**src/rtl/shift_mul_pkg.sv**
```systemverilog
// Shared types and constants for the 4-bit shift-and-add multiplier controller.
package shift_mul_pkg;
  typedef enum logic [1:0] {
    ST_IDLE  = 2'd0,
    ST_ADD   = 2'd1,
    ST_SHIFT = 2'd2,
    ST_DONE  = 2'd3
  } state_t;

  localparam logic [3:0] OP_ADD   = 4'b0000;
  localparam logic [3:0] OP_SHR   = 4'b1000;
  localparam int         NUM_ITER = 4;
endpackage

```
**src/rtl/shift_add_mul_ctrl_alu.sv**
```systemverilog
// 4-bit ALU slice shared with the datapath: add with carry and logical shift right.
module shiftALU
  import shift_mul_pkg::*;
(
  input  logic [3:0] i_a,
  input  logic [3:0] i_b,
  input  logic       i_cin,
  input  logic [3:0] i_op,
  output logic [3:0] o_result,
  output logic       o_cout
);

  logic [4:0] w_sum;

  assign w_sum = {1'b0, i_a} + {1'b0, i_b} + {4'b0000, i_cin};

  always_comb begin
    o_result = i_a;
    o_cout   = 1'b0;
    case (i_op)
      OP_ADD: begin
        o_result = w_sum[3:0];
        o_cout   = w_sum[4];
      end
      OP_SHR: begin
        o_result = {1'b0, i_a[3:1]};
        o_cout   = i_a[0];
      end
      default: begin
        o_result = i_a;
        o_cout   = 1'b0;
      end
    endcase
  end

endmodule

```
**src/rtl/shift_add_mul_ctrl.sv**
```systemverilog
// Sequential 4x4 unsigned multiplier: one ADD/SHIFT pair per multiplier bit,
// fixed 9-cycle latency from start to done, arithmetic on P_hi through shiftALU.
module shift_add_mul_ctrl
  import shift_mul_pkg::*;
(
  input  logic       clk,
  input  logic       rst,
  input  logic       start,
  input  logic [3:0] multiplicand,
  input  logic [3:0] multiplier,
  output logic       busy,
  output logic       done,
  output logic [7:0] product,
  output logic [3:0] alu_sel
);

  state_t     r_state;
  logic [3:0] r_m;
  logic [3:0] r_q;
  logic [3:0] r_p_hi;
  logic       r_c;
  logic [1:0] r_count;
  logic       r_busy;
  logic       r_done;
  logic [7:0] r_product;
  logic [3:0] r_alu_sel;

  logic [3:0] w_alu_op;
  logic [3:0] w_alu_res;
  logic       w_alu_cout;
  logic [3:0] w_p_hi_shift;
  logic [3:0] w_q_shift;
  logic       w_last_iter;

  assign w_alu_op     = (r_state == ST_SHIFT) ? OP_SHR : OP_ADD;
  // Carry re-enters at the top of P_hi; P_hi LSB drops into the top of Q.
  assign w_p_hi_shift = {r_c, w_alu_res[2:0]};
  assign w_q_shift    = {r_p_hi[0], r_q[3:1]};
  assign w_last_iter  = (r_count == 2'(NUM_ITER - 1));

  shiftALU u_alu (
    .i_a      (r_p_hi),
    .i_b      (r_m),
    .i_cin    (1'b0),
    .i_op     (w_alu_op),
    .o_result (w_alu_res),
    .o_cout   (w_alu_cout)
  );

  always_ff @(posedge clk) begin
    if (rst) begin
      r_state   <= ST_IDLE;
      r_m       <= 4'h0;
      r_q       <= 4'h0;
      r_p_hi    <= 4'h0;
      r_c       <= 1'b0;
      r_count   <= 2'd0;
      r_busy    <= 1'b0;
      r_done    <= 1'b0;
      r_product <= 8'h00;
      r_alu_sel <= OP_ADD;
    end else begin
      case (r_state)
        ST_IDLE: begin
          if (start) begin
            r_m       <= multiplicand;
            r_q       <= multiplier;
            r_p_hi    <= 4'h0;
            r_c       <= 1'b0;
            r_count   <= 2'd0;
            r_busy    <= 1'b1;
            r_alu_sel <= OP_ADD;
            r_state   <= ST_ADD;
          end
        end
        ST_ADD: begin
          if (r_q[0]) begin
            {r_c, r_p_hi} <= {w_alu_cout, w_alu_res};
          end else begin
            r_c <= 1'b0;
          end
          r_alu_sel <= OP_SHR;
          r_state   <= ST_SHIFT;
        end
        ST_SHIFT: begin
          r_p_hi    <= w_p_hi_shift;
          r_q       <= w_q_shift;
          r_c       <= 1'b0;
          r_count   <= r_count + 2'd1;
          r_alu_sel <= OP_ADD;
          if (w_last_iter) begin
            r_product <= {w_p_hi_shift, w_q_shift};
            r_busy    <= 1'b0;
            r_done    <= 1'b1;
            r_state   <= ST_DONE;
          end else begin
            r_state   <= ST_ADD;
          end
        end
        ST_DONE: begin
          r_done  <= 1'b0;
          r_state <= ST_IDLE;
        end
        default: r_state <= ST_IDLE;
      endcase
    end
  end

  assign busy    = r_busy;
  assign done    = r_done;
  assign product = r_product;
  assign alu_sel = r_alu_sel;

endmodule
```
**config.mk**
```make
export PLATFORM = sky130hd
export DESIGN_NAME = shift_add_mul_ctrl
export DESIGN_NICKNAME = d
export VERILOG_FILES = /design/src/rtl/shift_mul_pkg.sv /design/src/rtl/shift_add_mul_ctrl_alu.sv /design/src/rtl/shift_add_mul_ctrl.sv
export SDC_FILE = /design/constraint.sdc
export NUM_CORES = 1
export LEC_CHECK = 0
export CAP_MARGIN = 10
export CORE_ASPECT_RATIO = 0.8
export CORE_UTILIZATION = 51
export DETAILED_ROUTE_END_ITERATION = 8
export GPL_ROUTABILITY_DRIVEN = 0
export PLACE_DENSITY_LB_ADDON = 0.25
export SYNTH_ARGS = -nofsm -noshare
export SYNTH_HDL_FRONTEND = slang
export SYNTH_SLANG_ARGS = --single-unit
export TNS_END_PERCENT = 10
```
**constraint.sdc**
```tcl
create_clock -name clk -period 2 [get_ports clk]
set_clock_uncertainty 0.1 [all_clocks]
set_input_delay 0.3 -clock clk [delete_from_list [all_inputs] [get_ports clk]]
set_output_delay 0.3 -clock clk [all_outputs]
set_load 0.05 [all_outputs]
```
# After elaboration in Yosys (flattened, before gate mapping)
# Cells that the tools add are included.
[op_classes]
eq_ne = 9
add_sub_neg = 2
n_mux = 22
n_reduce_logical = 13
[ops]
columns = ["cell", "count"]
rows = [
  ["4-bit one-hot mux with 3 select lines", 2],
  ["4-bit two-way mux", 4],
  ["4-bit one-hot mux with 2 select lines", 2],
  ["2-bit AND reduction", 5],
  ["2-bit one-hot mux with 4 select lines", 1],
  ["2-bit == test (second input constant)", 3],
  ["2-bit two-way mux", 3],
  ["2-bit != test (second input constant)", 3],
  ["1-bit one-hot mux with 2 select lines", 3],
  ["3-bit AND reduction", 2],
  ["4-bit by 4-bit adder with 5-bit output", 1],
  ["1-bit two-way mux", 5],
  ["4-bit == test (second input constant)", 1],
  ["4-bit logical NOT", 1],
  ["2-bit one-hot mux with 2 select lines", 1],
  ["4-bit AND reduction", 1],
  ["2-bit nonzero test", 2],
  ["3-bit by 1-bit != test with 1-bit output (second input constant)", 1],
  ["1-bit one-hot mux with 3 select lines", 1],
  ["3-bit nonzero test", 1],
  ["2-bit by 1-bit adder with 2-bit output (second input constant)", 1],
  ["2-bit by 1-bit == test with 1-bit output (second input constant)", 1],
  ["2-bit logical NOT", 1],
]
[word_totals]
word_cells = 57
output_inout_bits = 14
regBits = 31
inputBits = 11

# Longest topological paths before layout
[depth]
ltp_word = 6
depth_mapped = 8
mapped_depth_nobuf = 6

# Modules after synthesis
# A second synthesis with hierarchy kept.
[hier_totals]
cells_unflattened = 173
hier_area_um2 = 1545.2
[modules_own_cells]
columns = ["mod", "seq_area_each_um2", "cells_per_inst", "n_inst", "area_each_um2"]
rows = [
  ["shift_add_mul_ctrl", 560.5, 145, 1, 1310.0],
  ["shiftALU", 0.0, 28, 1, 235.2],
]

# Least setup slack after synthesis
# Ideal clock, no wire load.
[synth_path]
path_kind = "register -> register"
startpoint = "register r_state[0]"
endpoint = "register r_p_hi[0]"
required_time_ps = 1768
setup_slack_ps = 255
arrival_ps = 1513
synth_period_minus_slack_ps = 1745
path_buffers = 2
stages_incl_launch_ff = 9
path_cell_list = "dfxtp_1 -> inv_1 -> ha_1 -> buf_6 -> nor2b_4 -> buf_6 -> or3_4 -> nand2_1 -> a21oi_1"
[synth_via]
elab_chain_len = 6
elab_cells_between_ends = 13
classes_between = "5 x eq/ne; 4 x mux; 4 x reduce/logical"
[synth_rtl]
columns = ["element", "line", "text"]
rows = [
  ["from (decl)", "shift_add_mul_ctrl.sv:17", "state_t r_state;"],
  ["from (signal assigned)", "shift_add_mul_ctrl.sv:52", "r_state <= ST_IDLE;"],
  ["from (signal assigned)", "shift_add_mul_ctrl.sv:73", "r_state <= ST_ADD;"],
  ["from (signal assigned)", "shift_add_mul_ctrl.sv:83", "r_state <= ST_SHIFT;"],
  ["2-bit == test", "shift_add_mul_ctrl.sv:35, shift_add_mul_ctrl.sv:63", ""],
  ["4-bit two-way mux", "shift_add_mul_ctrl.sv:35", "assign w_alu_op = (r_state == ST_SHIFT) ? OP_SHR : OP_ADD;"],
  ["4-bit == test or 4-bit logical NOT (tied branches)", "shift_add_mul_ctrl_alu.sv:20", "case (i_op)"],
  ["4-bit one-hot mux with 2 select lines", "shift_add_mul_ctrl_alu.sv:20", ""],
  ["4-bit two-way mux", "shift_add_mul_ctrl.sv:77", "if (r_q[0]) begin"],
  ["4-bit one-hot mux with 3 select lines", "shift_add_mul_ctrl.sv:63", "case (r_state)"],
  ["to (signal assigned)", "shift_add_mul_ctrl.sv:78", "{r_c, r_p_hi} <= {w_alu_cout, w_alu_res};"],
  ["to (signal assigned)", "shift_add_mul_ctrl.sv:86", "r_p_hi <= w_p_hi_shift;"],
  ["to (decl)", "shift_add_mul_ctrl.sv:20", "logic [3:0] r_p_hi;"],
]
# Parallel ways exist; a longest one is shown, timed or not. The select of a mux whose other input is x is not followed.
# A chain may end at the register's enable or synchronous reset.

# Final worst setup path
[layout_path]
startpoint = "register r_busy, in the netlist busy"
endpoint = "output port busy"
[layout_lines]
columns = ["element", "line", "text"]
rows = [
  ["from (decl)", "shift_add_mul_ctrl.sv:23", "logic r_busy;"],
  ["from (signal assigned)", "shift_add_mul_ctrl.sv:58", "r_busy <= 1'b0;"],
  ["from (signal assigned)", "shift_add_mul_ctrl.sv:71", "r_busy <= 1'b1;"],
  ["from (signal assigned)", "shift_add_mul_ctrl.sv:93", "r_busy <= 1'b0;"],
  ["to (decl)", "shift_add_mul_ctrl.sv:11", "output logic busy,"],
]
# No word-level cell between the ends.

==> metrics <==
outcome finished clean; Worst slew margin 66.2%; Pre-antenna DRT Iters 4; DR DRC count 0; met3 WL 147 um; Lkg Pwr 0.657 nW; clk_lat worst skew 0.33 ns; layout cells sized above 1 8.33%; Post-synth EDFFs 0; CP required 1.60 ns; power density cells 744 nW/um^2; grt ovf 0; max_cap viols 0; met1 WL 1350 um; row count 16; First DRT Iteration DRCs 42; Area Overhead vs Synth 19.3%; mean post-synth cell area 8.36 sq um; CP max stage delay 0.81 ns; CP max stage cell clkdlybuf4s50_1; Die Width 61.0 um; share of the synthesized area in the top cell type 39.4%; Net Sw Power 0.414 mW; CTS hold repair buffers 0; max-slew violation count 0; final net count 215; Sequential Power Share 50.3%; top sig layer met4; Sw Ratio 32.8%; antenna cell count 0; final hold vios 0; Die ar. 3000 sq um; core region area 2540 sq um; cells after synthesis 170; post-cts sizing count 0; clk slew on worst S/H paths 0.15 ns; Initial Util 55.9%; asr flop ratio synth 0%; drt total wl 2940 um; Hold Crit Class flip-flop to flip-flop; Slew @ Worst Pin 0.506 ns; Synth area leaders dfxtp_1 39%, ha_1 8.8%, nand2_1 8.7%; Comb pwr share 27.6%; metal2 WL 1420 um; period utilization 96.4%; Finished Layout Cells 228; area taken by multi-input logic gates 787 sq um; synthesized flop and latch total 28; sequential-to-total area share from yosys stat 39.4%; yosys warns 0; post-route setup TNS 0 ns; FF/Latch Area 561 sq um; Placed Instances 224; global-route wire length before repair 5020 um; post-DP HPWL 2340 um; Clock power frac 22.1%; Achievable Freq 0.518 GHz; CP bufs+invs 1; post-layout minimum cycle time 1.93 ns; placed inst area 1660 sq um; post-route ant nets 0; Synth top cells by count 33 x nand2_1, 28 x dfxtp_1, 24 x a21oi_1, 13 x nor2_1, 10 x ha_1; RSZ-0062 raised after global routing no; Main synth FF type dfxtp_1; area of the mapped netlist 1420 sq um; H-tree levels 1; Clock Path Buffers 2; crit-path cells clkdlybuf4s50_1; Vias per Instance 5.32; post-DR wirelength/cell 12.9 um; IO Count 25; Port Buf Inserts 21; Cell variety after synth 34; most numerous cell in the Yosys netlist nand2_1; CP Class flip-flop to primary output; Max IR drop VDD 0.555 mV; Crit Path Max Fanout 3; Total GRT Usage 22.3%; largest net degree at the start of global routing 16; routed vias 1212; initial antenna violation count 0; startpoint types flip-flop; WP data arrival 1.53 ns; Pint 0.848 mW; CP top delay family buffers and inverters; CTS tree done; Fill cells 226; Chip Height 49.2 um; worst hold slack 0.367 ns; Root Buffer clkbuf_4; vias in the first global route 1159; Setup Viol. Count Final 0; Post-CTS Setup Inserts 0; post-layout instance area 1700 sq um; Yosys top cell by area dfxtp_1; Setup crit end kind primary output; clk sink count 28; CTS buffer count 3
==> metal layers <==
layer,up-vias,track usage (%)
met2,33,37.3
met3,5,5.57
met5,-,0
li1,624,-
met4,0,5.30
met1,550,28.4
==> through the flow <==
step | setup slack [ns] | utilization, % | total power [mW]
2_1_floorplan | 0.255 | - | 0.917
3_3_place_gp | 0.232 | 65.3 | 0.979
3_5_place_dp | 0.193 | 65.3 | 0.992
4_1_cts | 0.0520 | 66.7 | 1.27
5_1_grt | 0.00557 | 66.7 | 1.34
6_report | 0.0713 | 66.7 | 1.26
==> layout by cell type (no fill, tap or decap), types with 2 or more instances in the layout <==
| cell type | n |
|---|---|
| clkbuf_4 | 3 |
| mux2i_1 | 3 |
| clkdlybuf4s50_1 | 21 |
| nor2b_1 | 2 |
| a21oi_1 | 24 |
| buf_4 | 6 |
| ha_1 | 10 |
| o21ai_0 | 7 |
| and2_1 | 2 |
| nor2_1 | 13 |
| nand2b_1 | 3 |
| nand3_1 | 9 |
| conb_1 | 3 |
| a211oi_1 | 5 |
| inv_1 | 3 |
| nor3_2 | 2 |
| nand2_1 | 33 |
| dfxtp_1 | 28 |
==> worst reg2reg max path: stages, from the launching register on <==
cell and delay (ns):
dfxtp_1 0.43, inv_1 0.10, ha_1 0.33, nor2b_4 0.22, or3_4 0.39, nand2_1 0.09
a21oi_1 0.07
==> final timing paths <==
path	from	endpoint	slack [ns]	cells past startpoint
min reg2reg	product[3]$_SDFFE_PP0P_	product[3]$_SDFFE_PP0P_	0.37	2
min	product[3]$_SDFFE_PP0P_	product[3]$_SDFFE_PP0P_	0.37	2
max	busy$_SDFFE_PP0P_	busy	0.07	1
max reg2reg	r_state[0]$_SDFFE_PP0N_	r_p_hi[0]$_SDFFE_PP0P_	0.16	6
==> cell families (layout without fill, tap and decap cells) <==
family,after synthesis,in the layout,share of synthesized area (%)
AO/OA/AOI/OAI,42,42,17.2
XOR/XNOR,1,1,0.616
adder cells (fa/ha/maj),11,11,10.2
buffers and inverters,14,34,5.72
flip-flops,28,28,39.4
multiplexers,3,3,2.11
other,1,3,0.264
AND/OR/NAND/NOR,70,70,24.5
==> flip-flops by register name, summed over array words and instances (netlist names) <==
signal   flops
alu_sel      1
busy         1
done         1
product      8
r_c          1
r_count      2
r_m          4
r_p_hi       4
r_q          4
r_state      2
==> power by group through the flow <==
| stage | sequential, mW | combinational [mW] | clock [mW] |
|---|---|---|---|
| after floorplan | 0.657 | 0.261 | 0 |
| after global placement | 0.643 | 0.336 | 0 |
| after detailed placement | 0.647 | 0.345 | 0 |
| after CTS | 0.635 | 0.347 | 0.288 |
| after global routing | 0.641 | 0.383 | 0.313 |
| final | 0.635 | 0.348 | 0.279 |
==> cell type report <==
type | instances | area share [%]
Inverter | 3 | 0.664
Sequential cell | 28 | 33.1
Clock buffer | 4 | 2.14
Timing Repair Buffer | 27 | 15.1
Multi-Input combinational cell | 130 | 46.4
Tap cell | 36 | 2.66
No activity file was read; power rests on OpenSTA's default activity.
